[src/rtl/ext_unit_pipe.sv]
// ext_unit_pipe: pipelined IN_W->OUT_W immediate extender with 2-entry skid buffer; EXT_HI_MODE_EN enables mode 11 high-place
module ext_unit_pipe #(
  parameter int IN_W  = 4,
  parameter int OUT_W = 8
) (
  input  logic             clk,
  input  logic             rst_n,
  input  logic             in_valid,
  output logic             in_ready,
  input  logic [IN_W-1:0]  in_data,
  input  logic [1:0]       in_mode,
  output logic             out_valid,
  input  logic             out_ready,
  output logic [OUT_W-1:0] out_data,
  output logic             out_neg
);
  localparam int PW = OUT_W - IN_W;
  typedef enum logic [1:0] {EMPTY, ONE, FULL} state_t;
  state_t state, state_nx;
  logic [OUT_W-1:0] ext, main_q, skid_q;
  logic acc, dlv, load_main, load_skid, main_from_skid;
  assign acc       = in_valid & in_ready;
  assign dlv       = out_valid & out_ready;
  assign out_valid = state != EMPTY;
  assign out_data  = main_q;
  assign out_neg   = main_q[OUT_W-1];
  // widen the incoming immediate according to its mode
  always_comb begin
`ifdef EXT_HI_MODE_EN
    ext = in_mode == 2'b01 ? {{PW{in_data[IN_W-1]}}, in_data} :
          in_mode == 2'b10 ? {{PW{1'b1}}, in_data} :
          in_mode == 2'b11 ? {in_data, {PW{1'b0}}} :
                             {{PW{1'b0}}, in_data};
`else
    ext = in_mode == 2'b01 ? {{PW{in_data[IN_W-1]}}, in_data} :
          in_mode == 2'b10 ? {{PW{1'b1}}, in_data} :
                             {{PW{1'b0}}, in_data};
`endif
  end
  // occupancy next-state and register load selects
  always_comb begin
    state_nx       = state;
    load_main      = 1'b0;
    load_skid      = 1'b0;
    main_from_skid = 1'b0;
    case (state)
      EMPTY: if (acc) begin
        state_nx  = ONE;
        load_main = 1'b1;
      end
      ONE: if (acc && dlv) load_main = 1'b1;
      else if (acc) begin
        state_nx  = FULL;
        load_skid = 1'b1;
      end
      else if (dlv) state_nx = EMPTY;
      FULL: if (dlv) begin
        state_nx       = ONE;
        main_from_skid = 1'b1;
      end
      default: state_nx = EMPTY;
    endcase
  end
  // occupancy register; in_ready is registered from the next occupancy so it never depends on out_ready combinationally
  always_ff @(posedge clk or negedge rst_n) begin
    if (!rst_n) begin
      state    <= EMPTY;
      in_ready <= 1'b1;
    end else begin
      state    <= state_nx;
      in_ready <= state_nx != FULL;
    end
  end
  // main output register and skid entry
  always_ff @(posedge clk or negedge rst_n) begin
    if (!rst_n) begin
      main_q <= '0;
      skid_q <= '0;
    end else begin
      if (main_from_skid) main_q <= skid_q;
      else if (load_main) main_q <= ext;
      if (load_skid) skid_q <= ext;
    end
  end
endmodule

[config.mk]
export PLATFORM = sky130hd
export DESIGN_NAME = ext_unit_pipe
export DESIGN_NICKNAME = d
export VERILOG_FILES = /design/src/rtl/ext_unit_pipe.sv
export SDC_FILE = /design/constraint.sdc
export NUM_CORES = 1
export LEC_CHECK = 0
export CORE_MARGIN = 4
export CORE_UTILIZATION = 44
export CTS_CLUSTER_SIZE = 24
export DETAILED_ROUTE_END_ITERATION = 16
export GPL_TIMING_DRIVEN = 0
export PLACE_DENSITY = 0.83
export SYNTH_ARGS = -nofsm -noshare
export SYNTH_HDL_FRONTEND = slang
export SYNTH_SLANG_ARGS = --single-unit
[constraint.sdc]
create_clock -name clk -period 1.8 [get_ports clk]
set_clock_uncertainty 0.1 [all_clocks]
set_input_delay 0.36 -clock clk [delete_from_list [all_inputs] [get_ports clk]]
set_output_delay 0.36 -clock clk [all_outputs]
set_load 0.02 [all_outputs]
Word level (Yosys, flattened, before mapping)
Index checks and enable logic that the tools add are counted.
- input port bits: 10
- bits in registers: 19
- eq/ne operators: 5
- mux-type cells: 17
- reductions and logical operators: 4
- bitwise gates (word level): 2
- operators with widths (cell ; count):
    $mux W8 ; 4
    $mux W2 ; 5
    $mux W1 ; 6
    $pmux W2 S3 ; 1
    $eq A2 B1 Y1 const B ; 2
    $eq A2 B2 Y1 const B ; 2
    $reduce_bool A2 Y1 ; 2
    $and A1 B1 Y1 ; 2
    $logic_not A2 Y1 ; 1
    $ne A2 B2 Y1 const B ; 1
    $pmux W1 S2 ; 1
    $logic_and A1 B1 Y1 ; 1

Depth between registers and ports, before layout
Gate-level depths: netlist of the first run.
- depth in word-level cells: 7
- depth in mapped cells: 4
- depth with buffers taken out: 4

Least setup slack after synthesis of the first run
No wires, ideal clock.
- kind: reg2reg
- from: register in_ready
- to: register skid_q[0]
- data arrival time: 1404 ps
- clock period less this slack: 1629 ps
- library setup time: 125 ps
- slack: 171 ps
- cell stages (with the launch flop): 4
- path buffers: 0
- path through: dfstp_2 -> nand3b_4 -> nor3b_2 -> mux2_2
- cells in the longest elaborated chain, start to end: 4
- elaborated cells between the ends (all ways): 5
- ends and longest elaborated chain (what ; RTL line ; source):
    start: declaration ; 9 ; output logic in_ready,
    start signal: assignment ; 68 ; in_ready <= 1'b1;
    start signal: assignment ; 71 ; in_ready <= state_nx != FULL;
    $and A1 B1 Y1 * ; 22 ; assign acc = in_valid & in_ready;
    $mux W1 / $logic_and A1 B1 Y1 (equally long branches) ; 52, 51 ;
    $mux W1 * ; 51 ; ONE: if (acc && dlv) load_main = 1'b1;
    $mux W1 * ; 46 ; case (state)
    end signal: assignment ; 82 ; if (load_skid) skid_q <= ext;
    end: declaration ; 20 ; logic [OUT_W-1:0] ext, main_q, skid_q;
Mark *: on every way between the ends. The rest lies on a longest branch, timed or not.
A chain may end at the register's enable or synchronous reset.

Worst setup path after layout of the first run
- from: register state[0]
- to: output out_valid
- cells in the longest elaborated chain, start to end: 1
- ends and longest elaborated chain (what ; RTL line ; source):
    start: declaration ; 19 ; state_t state, state_nx;
    start signal: assignment ; 70 ; state <= state_nx;
    $reduce_bool A2 Y1 ; 24 ; assign out_valid = state != EMPTY;
    end: declaration ; 12 ; output logic out_valid,
No other way between the ends.

==> results of run 1 <==
==> synthesized netlist by cell type <==
library cell / n / share of area, %
sky130_fd_sc_hd__o21ai_0: 1 / 0.74
sky130_fd_sc_hd__o21bai_1: 1 / 1.1
sky130_fd_sc_hd__nor3b_2: 1 / 1.9
sky130_fd_sc_hd__nand3b_4: 2 / 5.9
sky130_fd_sc_hd__dfstp_2: 1 / 3.9
sky130_fd_sc_hd__nand2_1: 2 / 1.1
sky130_fd_sc_hd__nor3b_1: 1 / 1.1
sky130_fd_sc_hd__a31oi_1: 1 / 0.93
sky130_fd_sc_hd__nor2_1: 2 / 1.1
sky130_fd_sc_hd__dfrtp_1: 12 / 44
sky130_fd_sc_hd__inv_1: 2 / 1.1
sky130_fd_sc_hd__mux2_2: 15 / 25
sky130_fd_sc_hd__buf_4: 4 / 4.4
sky130_fd_sc_hd__nand3b_1: 1 / 1.1
sky130_fd_sc_hd__or2_2: 1 / 0.93
sky130_fd_sc_hd__a21oi_2: 1 / 1.3
sky130_fd_sc_hd__and3b_2: 1 / 1.5
sky130_fd_sc_hd__a21oi_4: 1 / 2.4
==> sequential cells by signal (all words and copies together) (netlist names) <==
register and cells:
in_ready 1, out_data 5, skid_q 5, state 2
==> report_power, final <==
| group | switching, mW | leakage [nW] | total (mW) | internal [mW] |
|---|---|---|---|---|
| Sequential | 0.0937 | 0.153 | 0.529 | 0.435 |
| Clock | 0.0862 | 0.0150 | 0.172 | 0.0857 |
| Combinational | 0.323 | 0.277 | 0.739 | 0.416 |
| Total | 0.503 | 0.444 | 1.44 | 0.937 |
==> what timing repair did <==
action	4_1_cts	5_1_grt
gates resized for setup	8	4
buffers inserted	0	1
setup endpoints to repair	7	7
==> layout by cell type, fill, tap and decap left out, types with 2 or more instances in the layout <==
cell type,instances
sky130_fd_sc_hd__buf_4,5
sky130_fd_sc_hd__nand3b_4,2
sky130_fd_sc_hd__clkbuf_4,3
sky130_fd_sc_hd__dfrtp_1,10
sky130_fd_sc_hd__dlygate4sd2_1,5
sky130_fd_sc_hd__nor2_1,2
sky130_fd_sc_hd__dfrtp_2,2
sky130_fd_sc_hd__inv_1,2
sky130_fd_sc_hd__dlymetal6s2s_1,2
sky130_fd_sc_hd__nand2_1,2
sky130_fd_sc_hd__mux2_2,15
sky130_fd_sc_hd__clkdlybuf4s50_1,12
==> worst paths after layout <==
check | cells after the start | end | startpoint | slack [ns]
worst max-delay path | 2 | out_valid | state[0]$_DFF_PN0_ | 0.06
worst min-delay path | 1 | out_data[2]$_DFFE_PN0P_ | rst_n | 0.35
worst min register to register | 1 | skid_q[0]$_DFFE_PN0P_ | skid_q[0]$_DFFE_PN0P_ | 0.41
min in group clk | 1 | skid_q[0]$_DFFE_PN0P_ | skid_q[0]$_DFFE_PN0P_ | 0.41
max in group asynchronous | 1 | state[0]$_DFF_PN0_ | rst_n | 0.85
worst max register to register | 4 | skid_q[6]$_DFFE_PN0P_ | state[1]$_DFF_PN0_ | 0.11
==> kinds of logic (layout without fill, tap and decap cells) <==
group | count (synthesis) | count (layout) | share of synthesized area, %
AO/OA/AOI/OAI | 5 | 5 | 6.48
buffers and inverters | 6 | 31 | 5.56
flip-flops | 13 | 13 | 48.3
multiplexers | 15 | 15 | 25.0
AND/OR/NAND/NOR | 11 | 11 | 14.6
==> per-stage QoR <==
stage / area, sq um / setup TNS [ns] / power (mW) / hold WS (ns)
3_3_place_gp: 895 / -2.33 / 1.29 / 0.385
6_report: 936 / 0 / 1.44 / 0.347
3_5_place_dp: 895 / -2.53 / 1.31 / 0.397
4_1_cts: 921 / 0 / 1.45 / 0.368
2_1_floorplan: 676 / 0 / 0.989 / -0.0356
5_1_grt: 936 / 0 / 1.55 / 0.382
==> routing by layer <==
| metal | routed length, microns | GRT usage (%) | part of all wire [%] | vias up |
|---|---|---|---|---|
| li1 | - | - | - | 225 |
| met1 | 506 | 17.2 | 43 | 212 |
| met2 | 561 | 21.7 | 48 | 13 |
| met3 | 92 | 4.60 | 7.8 | 2 |
| met4 | 12 | 6.63 | 1.0 | 0 |
| met5 | 0 | 0 | 0 | - |
==> layout make-up <==
cell class / count / area [sq um]
Clock buffer: 4 / 26.3
Tap cell: 15 / 18.8
Multi-Input combinational cell: 31 / 318
Sequential cell: 13 / 329
Buffer: 4 / 30.0
Timing Repair Buffer: 21 / 206
Fill cell: 113 / 430
Inverter: 2 / 7.51
==> impl_metrics.ini, run 1 <==
[placement]
buffer_ports.inserted = 20
detailed_place_hpwl_microns = 946
gp_routability_congestion = 0.718
dp_slack_ns = -0.289
post-place-cells = 85

[global_routing]
grt_first_pass_wirelength_microns = 2080
groute.usage.overall_pct = 13.9
grt_max_degree = 14
overflow = 0
grt_antenna_before_repair = 0
via_count_of_the_first_global_routing_pass = 467

[power_and_ir_drop]
max-vdd-ir-drop_v = 0.000891
total_leakage_power_nw = 0.444
p_per_area_nw_per_um2 = 1540

[route]
drt_pass1_iterations = 4
post-route-drc-count = 0
avgRoutedWirePerCell_microns = 13.0
routed-via-count = 452
final_wirelength_microns = 1170
detail-route-antenna-nets = 0
detailedRoute.firstIterationViolations = 2
vias_per_cell = 5.02

[critical_path]
category_of_the_worst_setup_path_launch_point = flop
worstSetupEndpointType = output port
cpLargestDelayFamily = flip-flops
critical_path_arrival_ns = 1.28
critical_path_class = flop to output port
crit_path_top_delay_cell = sky130_fd_sc_hd__dfrtp_2
maximum_fanout_along_the_worst_path = 6
critPathBufInv = 1
cpPeakStageDelay_ns = 0.44
cp.required_ns = 1.34
sequence_of_cells_on_the_critical_path = or2_2, clkdlybuf4s15_1

[sta]
min_period_ns = 1.74
max_slew_margin_pct = 63.0
hold_violations = 0
slew_viol_final = 0
setup_repair_after_global_routing_missed_its_margin = no
final_min_period_over_clock_period_pct = 96.7
setup_viol = 0
fin_ws_ns = 0.0597
worstMarginPinSlew_ns = 0.554
max_freq_mhz = 575

[clock_tree]
clock_tree.htree_level_count = 1
clk_root_buffer_cell = sky130_fd_sc_hd__clkbuf_4
cts_hold_buf = 0
numClockSinks = 13
clkTransAtPathRegs_ns = 0.07
insertion_delay_ns = 0.26
maximum_clock_path_buffer_count = 2
cts_tree = done
numCtsBuffers = 3

[layout]
finalNonFillerCells = 90
final_layout_size_suffix_gt1_share_pct = 44.0
fin_util_pct = 68.5
final_net_count = 86
flow.area_growth_from_synthesis_pct = 38.5
antenna-diode-count = 0

[die]
boundary_pin_count = 21
rows = 13
die_width_microns = 47.2
die_area_sq_um = 2230
core_region_area_sq_um = 1370
die_h_microns = 47.2
initial_core_util_pct = 49.5

[status]
status = complete, no violations

[synthesis]
netlist_area_sq_um = 676
synthesis.yosys.warnings = 0
synth_nets = 60
synthCells = 50
syn-mean-instance-area_sq_um = 13.5
synth_cell_types = 18
postSynthRegisterBits = 13
seq_area_frac_synth_pct = 48.3

[flow_run]
timing.max_cap.violations = 0

[worst_hold_path]
hold_path_class = primary input to async pin
Power figures use the tool's default switching activity.
==> run 2: changes to the inputs <==
--- a/config.mk
+++ b/config.mk
@@ -6,11 +6,11 @@
 export NUM_CORES = 1
 export LEC_CHECK = 0
 export CORE_MARGIN = 4
-export CORE_UTILIZATION = 44
+export CORE_UTILIZATION = 40
 export CTS_CLUSTER_SIZE = 24
 export DETAILED_ROUTE_END_ITERATION = 16
 export GPL_TIMING_DRIVEN = 0
-export PLACE_DENSITY = 0.83
+export PLACE_DENSITY = 0.8
 export SYNTH_ARGS = -nofsm -noshare
 export SYNTH_HDL_FRONTEND = slang
 export SYNTH_SLANG_ARGS = --single-unit
==> constraint.sdc (replaced) <==
create_clock -name clk -period 1.6 [get_ports clk]
set_clock_uncertainty 0.1 [all_clocks]
set_input_delay 0.32 -clock clk [delete_from_list [all_inputs] [get_ports clk]]
set_output_delay 0.32 -clock clk [all_outputs]
set_load 0.02 [all_outputs]
==> run 2 against run 1 <==
Critical path depth unchanged; combinational power increased by 23%; wire length increased by 21%; final area increased by 3.2%; worst hold slack got worse by 0.037 ns; die area increased by 8.3%; sequential power increased by 14%; core utilization decreased by 6.5 points; count of clock-buffer cells in the layout unchanged.
==> impl_metrics.ini, run 2 (synthesis gave the netlist of run 1 again) <==
[layout]
final_net_count = 89
final_common_cell = sky130_fd_sc_hd__dfrtp_1
fin_util_pct = 62.0
final_layout_size_suffix_gt1_share_pct = 51.3
antenna-diode-count = 0
flow.area_growth_from_synthesis_pct = 43.0
finalNonFillerCells = 94
mostFrequentLayoutCells = sky130_fd_sc_hd__dfrtp_1 (11), sky130_fd_sc_hd__mux2_2 (10), sky130_fd_sc_hd__clkdlybuf4s50_1 (7), sky130_fd_sc_hd__dlygate4sd2_1 (7)

[route]
drt_pass1_iterations = 2
detail-route-antenna-nets = 0
post-route-drc-count = 0
vias_per_cell = 5.19
routed-via-count = 488
final_wirelength_microns = 1420
detailedRoute.firstIterationViolations = 1
avgRoutedWirePerCell_microns = 15.1

[sta]
slew_viol_final = 0
max_freq_mhz = 628
setup_viol = 0
hold_violations = 0
min_period_ns = 1.59
timing.hold.ws_ns = 0.310
setup_repair_after_global_routing_missed_its_margin = yes
final_min_period_over_clock_period_pct = 99.5
finalSetupTns_ns = 0
max_slew_margin_pct = 61.4
worstMarginPinSlew_ns = 0.577

[global_routing]
grt_first_pass_wirelength_microns = 2650
via_count_of_the_first_global_routing_pass = 553
groute.usage.overall_pct = 14.4
grt_max_degree = 14
grt_antenna_before_repair = 0
overflow = 0

[critical_path]
reg_to_reg_startpoint = in_ready$_DFF_PN1_
category_of_the_worst_setup_path_launch_point = flop
cp.required_ns = 1.18
critical_path_arrival_ns = 1.17
maximum_fanout_along_the_worst_path = 6
reg2reg_depth = 4
reg2reg_slack_ns = 0.04
r2r_end = skid_q[0]$_DFFE_PN0P_
worstSetupEndpointType = output port
critical_path_class = flop to output port

[die]
rows = 14
die_area_sq_um = 2410
initial_core_util_pct = 43.3
die_width_microns = 49.1
boundary_pin_count = 21
die_h_microns = 49.1
core_region_area_sq_um = 1560

[power_and_ir_drop]
p_clk_share_pct = 11.7
netSwitchingFraction_pct = 36.1
switchingPower_mw = 0.617
fin_total_pwr_mw = 1.71
seqPwrFrac_pct = 35.2
comb_power_share_pct = 53.1
max-vdd-ir-drop_v = 0.00108
total_leakage_power_nw = 0.464
p_per_area_nw_per_um2 = 1770
internal-power_mw = 1.09

[clock_tree]
insertion_delay_ns = 0.27
maximum_clock_path_buffer_count = 2
numCtsBuffers = 3
numClockSinks = 13
clk_root_buffer_cell = sky130_fd_sc_hd__clkbuf_4
cts_tree = done
clock_tree.htree_level_count = 1
clkTransAtPathRegs_ns = 0.07

[placement]
gp_routability_congestion = 0.640
buffer_ports.inserted = 20
detailed_place_hpwl_microns = 1070
post-place-cells = 86

[flow_run]
timing.max_cap.violations = 0

[worst_hold_path]
hold_path_class = primary input to async pin

[status]
status = complete, no violations
[run 2: timing repair]
action                                 CTS  global route
buffers inserted                         4             1
resized for setup                       29            11
setup endpoints to repair               21            10
endpoints found under the hold margin    0             0
pin swaps                                1             1
hold buffers                             0             0
[run 2: metal layers]
metal / vias to the layer above / wire [microns] / GRT usage, %
met5: - / 0 / 0
met4: 0 / 25 / 7.11
met3: 3 / 62 / 4.59
met2: 14 / 738 / 23.7
met1: 243 / 590 / 16.7
li1: 228 / - / -
[run 2: area by class of cell]
| cell class | count | area [sq um] |
|---|---|---|
| fill | 123 | 593 |
| tap | 16 | 20.0 |
| inverter | 2 | 7.51 |
| timing repair buffer | 24 | 214 |
| multi-input combinational | 31 | 337 |
| clock buffer | 4 | 26.3 |
| sequential | 13 | 328 |
| buffer | 4 | 33.8 |
[run 2: power groups by stage]
stage	logic [mW]	clock network (mW)	registers [mW]
floorplan	0.451	0	0.672
global placement	0.862	0	0.594
detailed placement	0.890	0	0.610
CTS	0.880	0.207	0.598
global route	0.976	0.229	0.627
finish	0.908	0.200	0.601
[run 2: stage by stage]
step / setup slack, ns / cell area, sq um
after CTS: -0.00548 / 951
after floorplan: 0.0222 / 682
final: 0.00766 / 966
after global placement: -0.377 / 902
after detailed placement: -0.424 / 902
after global routing: -0.0503 / 966
[run 2: worst max-delay path by stage]
| stage | end | depth (start not counted) | slack, ns | start |
|---|---|---|---|---|
| floorplan | skid_q[0]$_DFFE_PN0P_ | 3 | 0.02 | in_ready$_DFF_PN1_ |
| global placement | skid_q[3]$_DFFE_PN0P_ | 3 | -0.38 | out_ready |
| detailed placement | out_data[6]$_DFFE_PN0P_ | 4 | -0.42 | out_ready |
| CTS | out_valid | 2 | -0.005 | state[0]$_DFF_PN0_ |
| global route | skid_q[2]$_DFFE_PN0P_ | 4 | -0.05 | in_ready$_DFF_PN1_ |
| finish | out_valid | 2 | 0.008 | state[0]$_DFF_PN0_ |
[run 2: critical path, cell delays in order (launching register included)]
cell and delay, ns:
sky130_fd_sc_hd__dfrtp_1 0.44, sky130_fd_sc_hd__or2_2 0.30, sky130_fd_sc_hd__buf_2 0.16
